### src/rtl/spread.sv
// DSSS spreader: one data bit in per handshake, SPREAD chips out (bit XOR code chip).
// Back-to-back bits stream without a gap. The code is applied MSB first.
module spread #(
    parameter int unsigned          SPREAD = 24,
    parameter logic [SPREAD-1:0]    CODE   = 24'hB53CE1
) (
    input  logic i_clk,
    input  logic i_reset,
    output logic o_readi,
    input  logic i_data,
    input  logic i_valid,
    output logic o_data,
    output logic o_valid
);

    localparam int unsigned         CNT_W = (SPREAD > 1) ? $clog2(SPREAD) : 1;
    localparam logic [CNT_W-1:0]    LAST  = CNT_W'(SPREAD - 1);

    typedef enum logic [1:0] {
        RST_WAIT,
        IDLE,
        SPREADING
    } state_t;

    state_t           state;
    state_t           state_n;
    logic [CNT_W-1:0] cnt;
    logic [CNT_W-1:0] cnt_n;
    logic             bit_q;
    logic             bit_n;
    logic             valid_n;
    logic             data_n;
    logic             ready_st;

    // Code chip for counter value k; chip 0 is the code MSB.
    function automatic logic chip_at(input logic [CNT_W-1:0] k);
        logic [CNT_W-1:0] idx;
        idx = LAST - k;
        return CODE[idx];
    endfunction

    // Ready depends on state/counter only; reset holds it low for every reset cycle.
    always_comb begin
        ready_st = (state == IDLE) || ((state == SPREADING) && (cnt == LAST));
        o_readi  = ready_st && !i_reset;
    end

    // Next-state, counter, latched bit and next registered outputs.
    always_comb begin
        state_n = state;
        cnt_n   = cnt;
        bit_n   = bit_q;
        case (state)
            RST_WAIT: begin
                state_n = IDLE;
            end
            IDLE: begin
                if (i_valid) begin
                    bit_n   = i_data;
                    cnt_n   = '0;
                    state_n = SPREADING;
                end
            end
            SPREADING: begin
                if (cnt == LAST) begin
                    cnt_n = '0;
                    if (i_valid) begin
                        bit_n = i_data;
                    end else begin
                        state_n = IDLE;
                    end
                end else begin
                    cnt_n = cnt + CNT_W'(1);
                end
            end
            default: begin
                state_n = RST_WAIT;
                cnt_n   = '0;
            end
        endcase
        valid_n = (state_n == SPREADING);
        data_n  = valid_n && (bit_n ^ chip_at(cnt_n));
    end

    // State and output registers; reset aborts any bit in flight.
    always_ff @(posedge i_clk) begin
        if (i_reset) begin
            state   <= RST_WAIT;
            cnt     <= '0;
            bit_q   <= 1'b0;
            o_valid <= 1'b0;
            o_data  <= 1'b0;
        end else begin
            state   <= state_n;
            cnt     <= cnt_n;
            bit_q   <= bit_n;
            o_valid <= valid_n;
            o_data  <= data_n;
        end
    end

endmodule

### config.mk
export PLATFORM = sky130hd
export DESIGN_NAME = spread
export DESIGN_NICKNAME = d
export VERILOG_FILES = /design/src/rtl/spread.sv
export SDC_FILE = /design/constraint.sdc
export NUM_CORES = 1
export LEC_CHECK = 0
export CAP_MARGIN = 15
export CORE_AREA = 2 2 39 41
export DETAILED_ROUTE_END_ITERATION = 10
export DIE_AREA = 0 0 41 43
export HOLD_SLACK_MARGIN = 0.03
export PLACE_DENSITY = 0.81
export SLEW_MARGIN = 30
export SYNTH_ARGS = -nofsm -noshare
export SYNTH_HDL_FRONTEND = slang
export SYNTH_SLANG_ARGS = --single-unit
### constraint.sdc
create_clock -name i_clk -period 6.8 [get_ports i_clk]
set_input_delay 1.36 -clock i_clk [delete_from_list [all_inputs] [get_ports i_clk]]
set_output_delay 1.36 -clock i_clk [all_outputs]
set_load 0.1 [all_outputs]
==> results.cfg, run 1 <==
[power_and_ir_drop]
power.leakage_nw = 0.292
max-vdd-ir-drop_v = 0.000119
powerDensity_mw_per_mm2 = 170

[sta]
final.period_utilization_pct = 65.2
grt_setup_unrepaired = no
tightest_slew_ps = 969
setup_viol = 0
period_needed_ps = 4430
skew_ps = 4.87
max_slew_margin_pct = 35.2
clock.fmax_mhz = 226
hold_viol = 0
setup_slack_ps = 2370
maxSlewViolCount = 0
tns_ps = 0

[routing]
first_pass_iters = 4
via_per_inst = 6.17
drtIter0Drc = 5
vias = 672
drc = 0
wl_um = 1510
final_antenna_net_count = 0
wire_per_inst_um = 13.8

[synthesis]
synth_flop_cell = dfxtp_1
synth_seq_cells = 10
synth_seq_area_share_pct = 28.2
synth_commonest_cells = 10 x dfxtp_1, 7 x nor2_1, 6 x nand3_1
yosysTopAreaCell = dfxtp_1
ys_warn_count = 0
yosysMostFrequentCell = dfxtp_1
yosysUniqueCellTypes = 38
ys_async_sr_fraction_pct = 0
synth.area.top_cells = dfxtp_1 28%, ha_1 8.8%, nand3_1 4.2%, nor2_1 3.7%, a21oi_1 3.5%
synth_nets = 94
synth_area_um2 = 709
synth.top_cell.area_share_pct = 28.2
synth_cells = 85
avgSynthCellArea_um2 = 8.35
synth_edf_count = 0

[cells_and_area]
final_cells = 109
nets = 103
syn2layout_area_growth_pct = 15.2
area.sequential_um2 = 200
multi_input_area_um2 = 482
drive_above_1_share_pct = 12.9
nFillCells = 136
final_util_pct = 59.0
antenna_cells = 0
fin_area_um2 = 817

[global_route]
grtUsageTotal_pct = 20.6
grt_max_degree = 15
antenna_found_initial = 0
overflow = 0
grt_pass1_wl_um = 2550
grt_pass1_vias = 606

[worst_setup_path]
crit_type = input port to output port
cp.required_ps = 5440
cp-start-kind = input port
crit_fanout = 4
cp_data_arrival_time_ps = 3070
worstSetupEndpointType = output port

[clocking]
cts_tree = yes
post_cts_resized = 0
cts.sinks = 10
numCtsBuffers = 3
clkLatencyLatePin_ps = 270
htreeDepth = 1
cts-root-buf = clkbuf_4
postCtsSetupBuffers = 0
clock_path_buffers = 2
postCtsHoldBufs = 0
clk_pin_slew_worst_paths_ps = 70

[die]
ios = 7
die_area_mm2 = 0.00176
start_util_pct = 51.3
row_count = 14
core_area_mm2 = 0.00138
dieHeight_um = 43
dieWidth_um = 41

[placed_design]
placedInstanceArea_um2 = 781
placement.io_buffers = 6
post-place-ws_ps = 2360
gp_congestion = 0.701
dp_cells = 105

[outcome]
status = finished clean

[flow_run]
drv_cap = 0

[worst_hold_path]
hold_path_class = flop to flop
-- cells by family after synthesis --
| group | synth area share [%] |
|---|---|
| buf+inv | 3.88 |
| fa+ha+maj | 8.82 |
| compound gates | 28.6 |
| flops | 28.2 |
| simple gates | 30.5 |
-- metal layers --
metal | wire length [um] | track usage (%) | vias to the layer above
li1 | - | - | 340
met1 | 704 | 27.4 | 320
met2 | 747 | 32.2 | 10
met3 | 41 | 2.62 | 2
met4 | 14 | 8.67 | 0
met5 | 0 | 0 | -
-- worst paths after layout --
path	from	end	slack, ps	cells past startpoint
setup / recovery	i_reset	o_readi	2370	3
hold / removal	state[1]	state[1]	580	2
setup reg to reg	state[0]	o_data	4290	8
hold reg to reg	state[1]	state[1]	580	2
-- cells in the final DEF, fill, tap and decap left out, drive strengths merged --
master         count
o21a               2
dfxtp             10
ha                 5
nor2b              2
and2b              1
or3                1
a2111oi            1
and4b              1
o21ai              9
nand2              4
a22oi              1
nand2b             3
nand3              6
nand4b             2
a41o               1
a221oi             1
and4               1
o31a               1
or4b               1
a211oi             1
a31oi              1
clkdlybuf4s50      6
o211ai             1
nor3               3
and2               1
clkbuf             4
or4                1
a21oi              5
a41oi              1
or2                1
inv                5
nor2               8
a21boi             1
a2111o             1
-- cell type report --
| cell class | instances | share of cell area (%) |
|---|---|---|
| timing repair buffer | 6 | 7.35 |
| clock buffer | 4 | 4.44 |
| tap | 16 | 2.45 |
| multi-input combinational | 68 | 59.0 |
| sequential | 10 | 24.5 |
| inverter | 5 | 2.30 |
-- stage by stage --
stage	hold slack [ps]	total power, mW
2_1_floorplan	500	0.0784
3_3_place_gp	565	0.0841
3_5_place_dp	566	0.0846
4_1_cts	576	0.139
5_1_grt	644	0.146
6_report	575	0.138
-- flip-flops by register name, summed over array words and instances (netlist names) --
name,count
bit_q,1
cnt,5
o_data,1
o_valid,1
state,2
-- power breakdown --
group | total [mW] | switching, mW | internal, mW
logic | 0.0224 | 0.0143 | 0.00809
clock network | 0.0550 | 0.0224 | 0.0325
registers | 0.0612 | 0.00138 | 0.0598
-- critical path, cell delays in order --
cell and delay (ps):
clkdlybuf4s50_1 450, nor2_1 120, clkdlybuf4s50_1 1140
No activity file was read; power rests on OpenSTA's default activity.
==> run 2: changes to the inputs <==
--- a/config.mk
+++ b/config.mk
@@ -6,11 +6,10 @@
 export NUM_CORES = 1
 export LEC_CHECK = 0
 export CAP_MARGIN = 15
-export CORE_AREA = 2 2 39 41
+export CORE_UTILIZATION = 54
 export DETAILED_ROUTE_END_ITERATION = 10
-export DIE_AREA = 0 0 41 43
 export HOLD_SLACK_MARGIN = 0.03
-export PLACE_DENSITY = 0.81
+export PLACE_DENSITY = 0.82
 export SLEW_MARGIN = 30
 export SYNTH_ARGS = -nofsm -noshare
 export SYNTH_HDL_FRONTEND = slang
==> constraint.sdc (replaced) <==
create_clock -name i_clk -period 4.4 [get_ports i_clk]
set_input_delay 0.88 -clock i_clk [delete_from_list [all_inputs] [get_ports i_clk]]
set_output_delay 0.88 -clock i_clk [all_outputs]
set_load 0.1 [all_outputs]
==> run 2 against run 1 <==
Worst hold slack got worse by 4.5 ps; register-to-register slack got worse by 2400 ps; combinational power increased by 51%; global-route usage increased by 4.7 points; sequential cell count unchanged; clock skew increased by 2.3 ps; critical path depth increased by 5; via count decreased by 2.8%; power increased by 36%; count of clock-buffer cells in the layout decreased by 1; sequential power increased by 55%; critical path type is now input port to flop; highest routed layer unchanged.
==> results.cfg, run 2 (synthesis gave the netlist of run 1 again) <==
[outcome]
status = finished clean

[global_route]
grt_max_degree = 15
overflow = 0
grt_pass1_vias = 605
grt_pass1_wl_um = 2510
antenna_found_initial = 0
grtUsageTotal_pct = 25.4

[die]
start_util_pct = 61.4
die_area_mm2 = 0.00146
dieWidth_um = 38.2
row_count = 12
ios = 7
core_area_mm2 = 0.00116
dieHeight_um = 38.2

[worst_setup_path]
path_cells = clkdlybuf4s50_1 -> and2b_1 -> o21ai_1 -> a31oi_4 -> or3_1 -> a2111oi_2 -> nor3_1 -> nor3_2
cp.required_ps = 4590
rrSetupSlack_ps = 1920
crit_cells = 8
reg2reg_to = o_data
slowest_stage = clkdlybuf4s50_1
max_stage_delay_ps = 560
r2r_cells = 9
cp_data_arrival_time_ps = 3100
cp-start-kind = input port
worstSetupEndpointType = flop
crit_type = input port to flop
cp-startpoint = i_valid
crit_buf_inv = 1
crit_fanout = 8
timing.rr.start = state[0]
crit_family = simple AND/OR/NAND/NOR gates
cp-endpoint = o_data

[power_and_ir_drop]
pwr-share-comb_pct = 18.0
finalPower_uw = 188
powerDensity_mw_per_mm2 = 236
p_seq_share_pct = 50.3
power.switching_uw = 52.2
max-vdd-ir-drop_v = 0.000167
p_sw_share_pct = 27.7
internal_power_uw = 136
p_clk_share_pct = 31.7
power.leakage_nw = 0.287

[routing]
wl_um = 1450
wl_met3_um = 63
drc = 0
final_antenna_net_count = 0
via_per_inst = 6.16
vias = 653
wl_met2_um = 732
wl_met1_um = 643
wire_per_inst_um = 13.7
maxUsedRoutingLayer = met4
first_pass_iters = 4
drtIter0Drc = 13

[sta]
maxSlewViolCount = 0
final.period_utilization_pct = 66.2
grt_setup_unrepaired = no
clock.fmax_mhz = 343
setup_viol = 0
tightest_slew_ps = 962
hold_viol = 0
skew_ps = 7.14
period_needed_ps = 2910
max_slew_margin_pct = 35.7
tns_ps = 0
holdWs_ps = 571

[cells_and_area]
antenna_cells = 0
layout_commonest_cell = dfxtp_1
largest_register_ffs = 5
final_cells = 106
nets = 103
top_register = cnt
drive_above_1_share_pct = 13.0
nFillCells = 86
layout_common_cells = 10 x dfxtp_1, 7 x nor2_1, 6 x nand3_1
top_regs = cnt: 5 flops, state: 2 flops
final_util_pct = 69.0
syn2layout_area_growth_pct = 12.5

[clocking]
clk_pin_slew_worst_paths_ps = 50
cts.sinks = 10
cts-root-buf = clkbuf_4
postCtsSetupBuffers = 0
cts_tree = yes
numCtsBuffers = 3
clock_path_buffers = 2
htreeDepth = 1
post_cts_resized = 0
clkLatencyLatePin_ps = 270
postCtsHoldBufs = 0

[worst_hold_path]
hold_path_class = flop to flop

[placed_design]
gp_congestion = 0.799
post-dp-hpwl_um = 1160
dp_cells = 103
placement.io_buffers = 6

[flow_run]
drv_cap = 0
## run 2: cell count changes in the layout (fill, tap and decap cells not counted)
| cell | before | now |
|---|---|---|
| buf_4 | 0 | 1 |
| clkbuf_8 | 1 | 0 |
| clkdlybuf4s50_1 | 6 | 5 |
## run 2: how the worst min path moves through the flow
stage                  start       end  slack (ps)  cells after the start
floorplan              bit_q     bit_q         500                      2
global placement       bit_q     bit_q         550                      2
detailed placement     bit_q     bit_q         560                      2
CTS                    bit_q     bit_q         580                      2
global route           bit_q     bit_q         610                      2
finish              state[1]  state[1]         570                      2
## run 2: power groups by stage
stage               Clock [mW]  Combinational, mW  Sequential (mW)
global route            0.0662             0.0378           0.0950
finish                  0.0597             0.0339           0.0948
global placement             0             0.0333           0.0966
CTS                     0.0618             0.0342           0.0948
floorplan                    0             0.0232           0.0979
detailed placement           0             0.0339           0.0969
## run 2: metal layers
layer,vias to the layer above,global-route usage [%]
li1,334,-
met1,304,28.0
met2,12,44.9
met3,3,10.5
met4,0,5.36
met5,-,0
## run 2: worst register-to-register path, delay by kind of cell, from the launching register on
| family | cells | cell delay [ps] |
|---|---|---|
| AO/OA/AOI/OAI | 3 | 840 |
| AND/OR/NAND/NOR | 4 | 700 |
| adder cells (fa/ha/maj) | 1 | 410 |
| flip-flops | 1 | 360 |
| buffers and inverters | 1 | 100 |
## run 2: layout make-up
cell class	instances	area [um2]	share of cell area (%)
Clock buffer	3	22.5	2.82
Multi-Input combinational cell	68	482	60.3
Tap cell	14	17.5	2.19
Sequential cell	10	200	25.1
Inverter	5	18.8	2.35
Timing Repair Buffer	6	57.6	7.21
## run 2: per-stage QoR
stage	area [um2]	worst slack, ps
2_1_floorplan	709	1370
3_3_place_gp	776	1260
3_5_place_dp	776	1210
4_1_cts	798	1470
5_1_grt	798	1280
6_report	798	1490
==> run 3: changes to the inputs <==
==> constraint.sdc (replaced) <==
create_clock -name i_clk -period 2.87 [get_ports i_clk]
set_input_delay 0.574 -clock i_clk [delete_from_list [all_inputs] [get_ports i_clk]]
set_output_delay 0.574 -clock i_clk [all_outputs]
set_load 0.1 [all_outputs]
==> run 3 against run 2 <==
Sequential share of layout area is 1.3 points lower; utilization is 3.8 points higher; clock skew grew 3.3 ps; final area up 5.5%; register-to-register slack worse by 1500 ps; die area unchanged.
==> results.cfg, run 3 (synthesis gave the netlist of run 1 again) <==
[cells_and_area]
largest_register_ffs = 5
layout_common_cells = 10 x dfxtp_1, 7 x nor2_1, 6 x nand3_1
antenna_cells = 0
final_util_pct = 72.8
fin_area_um2 = 842
top_register = cnt
top_regs = cnt: 5 flops, state: 2 flops
nets = 106
layout_commonest_cell = dfxtp_1
drive_above_1_share_pct = 18.8
syn2layout_area_growth_pct = 18.7

[power_and_ir_drop]
p_seq_share_pct = 43.4
power.switching_uw = 93.1
max-vdd-ir-drop_v = 0.000406
powerDensity_mw_per_mm2 = 396
p_clk_share_pct = 39.7
power.leakage_nw = 0.316
finalPower_uw = 334
p_sw_share_pct = 27.9
internal_power_uw = 241
pwr-share-comb_pct = 16.9

[sta]
tns_ps = 0
period_needed_ps = 2490
setup_viol = 0
hold_viol = 0
setup_slack_ps = 379
clock.fmax_mhz = 401
tightest_slew_ps = 506
maxSlewViolCount = 0
grt_setup_unrepaired = no
skew_ps = 10.4
final.period_utilization_pct = 86.8
max_slew_margin_pct = 66.2

[worst_setup_path]
crit_fanout = 14
max_stage_delay_ps = 530
crit_buf_inv = 2
rrSetupSlack_ps = 380
r2r_cells = 9
cp.required_ps = 3070
slowest_stage = or4b_4
timing.rr.start = state[0]
crit_type = flop to flop
crit_family = simple AND/OR/NAND/NOR gates
path_cells = inv_1 -> ha_1 -> or4b_4 -> a31oi_4 -> buf_4 -> o21ai_2 -> a2111oi_2 -> nor3_1 -> nor3_2
reg2reg_to = o_data
cp-startpoint = state[0]
worstSetupEndpointType = flop
cp_data_arrival_time_ps = 2690
cp-start-kind = flop
cp-endpoint = o_data
crit_cells = 9

[outcome]
status = finished clean

[routing]
first_pass_iters = 4
wl_um = 1540
drc = 0
drtIter0Drc = 26
wire_per_inst_um = 14.0
final_antenna_net_count = 0
vias = 659
via_per_inst = 5.99

[die]
die_area_mm2 = 0.00146
row_count = 12
dieWidth_um = 38.2
start_util_pct = 61.4
dieHeight_um = 38.2
core_area_mm2 = 0.00116
ios = 7

[flow_run]
drv_cap = 0

[global_route]
grt_pass1_wl_um = 2570
antenna_found_initial = 0
grtUsageTotal_pct = 25.8
grt_max_degree = 15
grt_pass1_vias = 582
overflow = 0

[clocking]
clock_path_buffers = 2
postCtsSetupBuffers = 0
postCtsHoldBufs = 0
clkLatencyLatePin_ps = 270
cts.sinks = 10
htreeDepth = 1
cts-root-buf = clkbuf_4
cts_tree = yes
numCtsBuffers = 3
clk_pin_slew_worst_paths_ps = 70
post_cts_resized = 0

[placed_design]
post-place-ws_ps = 156
gp_congestion = 0.816
placement.io_buffers = 6
placedInstanceArea_um2 = 806
post-dp-hpwl_um = 1180

[worst_hold_path]
hold_path_class = flop to flop
## run 3: cell types whose count changed in the layout (fill, tap and decap cells not counted)
| cell | delta |
|---|---|
| buf_4 | +4 |
| clkdlybuf4s50_1 | -2 |
| buf_12 | +1 |
| clkbuf_8 | +1 |
## run 3: routing by layer
| metal | vias up | wire length (um) | global-route usage (%) |
|---|---|---|---|
| li1 | 342 | - | - |
| met1 | 302 | 746 | 32.4 |
| met2 | 13 | 740 | 40.7 |
| met3 | 2 | 40 | 7.56 |
| met4 | 0 | 14 | 10.7 |
| met5 | - | 0 | 0 |
## run 3: cell type report
class	count	area [um2]
inverters	5	18.8
clock buffers	4	36.3
multi-input cells	68	482
flip-flops and latches	10	200
fillers	83	314
well taps	14	17.5
repair buffers	9	87.6
## run 3: metrics by stage
stage	hold slack, ps	instances
finish	585	110
global route	614	110
CTS	593	110
detailed placement	578	106
global placement	556	106
floorplan	500	85
## run 3: worst min path at each step
stage / from / end / slack (ps) / cells past startpoint
finish: state[1] / state[1] / 590 / 2
global route: bit_q / bit_q / 610 / 2
CTS: state[1] / state[1] / 590 / 2
detailed placement: state[1] / state[1] / 580 / 2
global placement: bit_q / bit_q / 560 / 2
floorplan: bit_q / bit_q / 500 / 2
## run 3: power groups by stage
stage | Combinational, mW | Clock [mW] | Sequential [mW]
floorplan | 0.0356 | 0 | 0.150
global placement | 0.0547 | 0 | 0.148
detailed placement | 0.0562 | 0 | 0.148
CTS | 0.0565 | 0.134 | 0.145
global route | 0.0616 | 0.142 | 0.145
finish | 0.0565 | 0.132 | 0.145
## run 3: worst register-to-register path, delay by kind of cell (launching register included)
kind / cells / cell delay, ps
compound gates: 3 / 590
fa+ha+maj: 1 / 420
buf+inv: 2 / 240
flops: 1 / 360
simple gates: 3 / 810
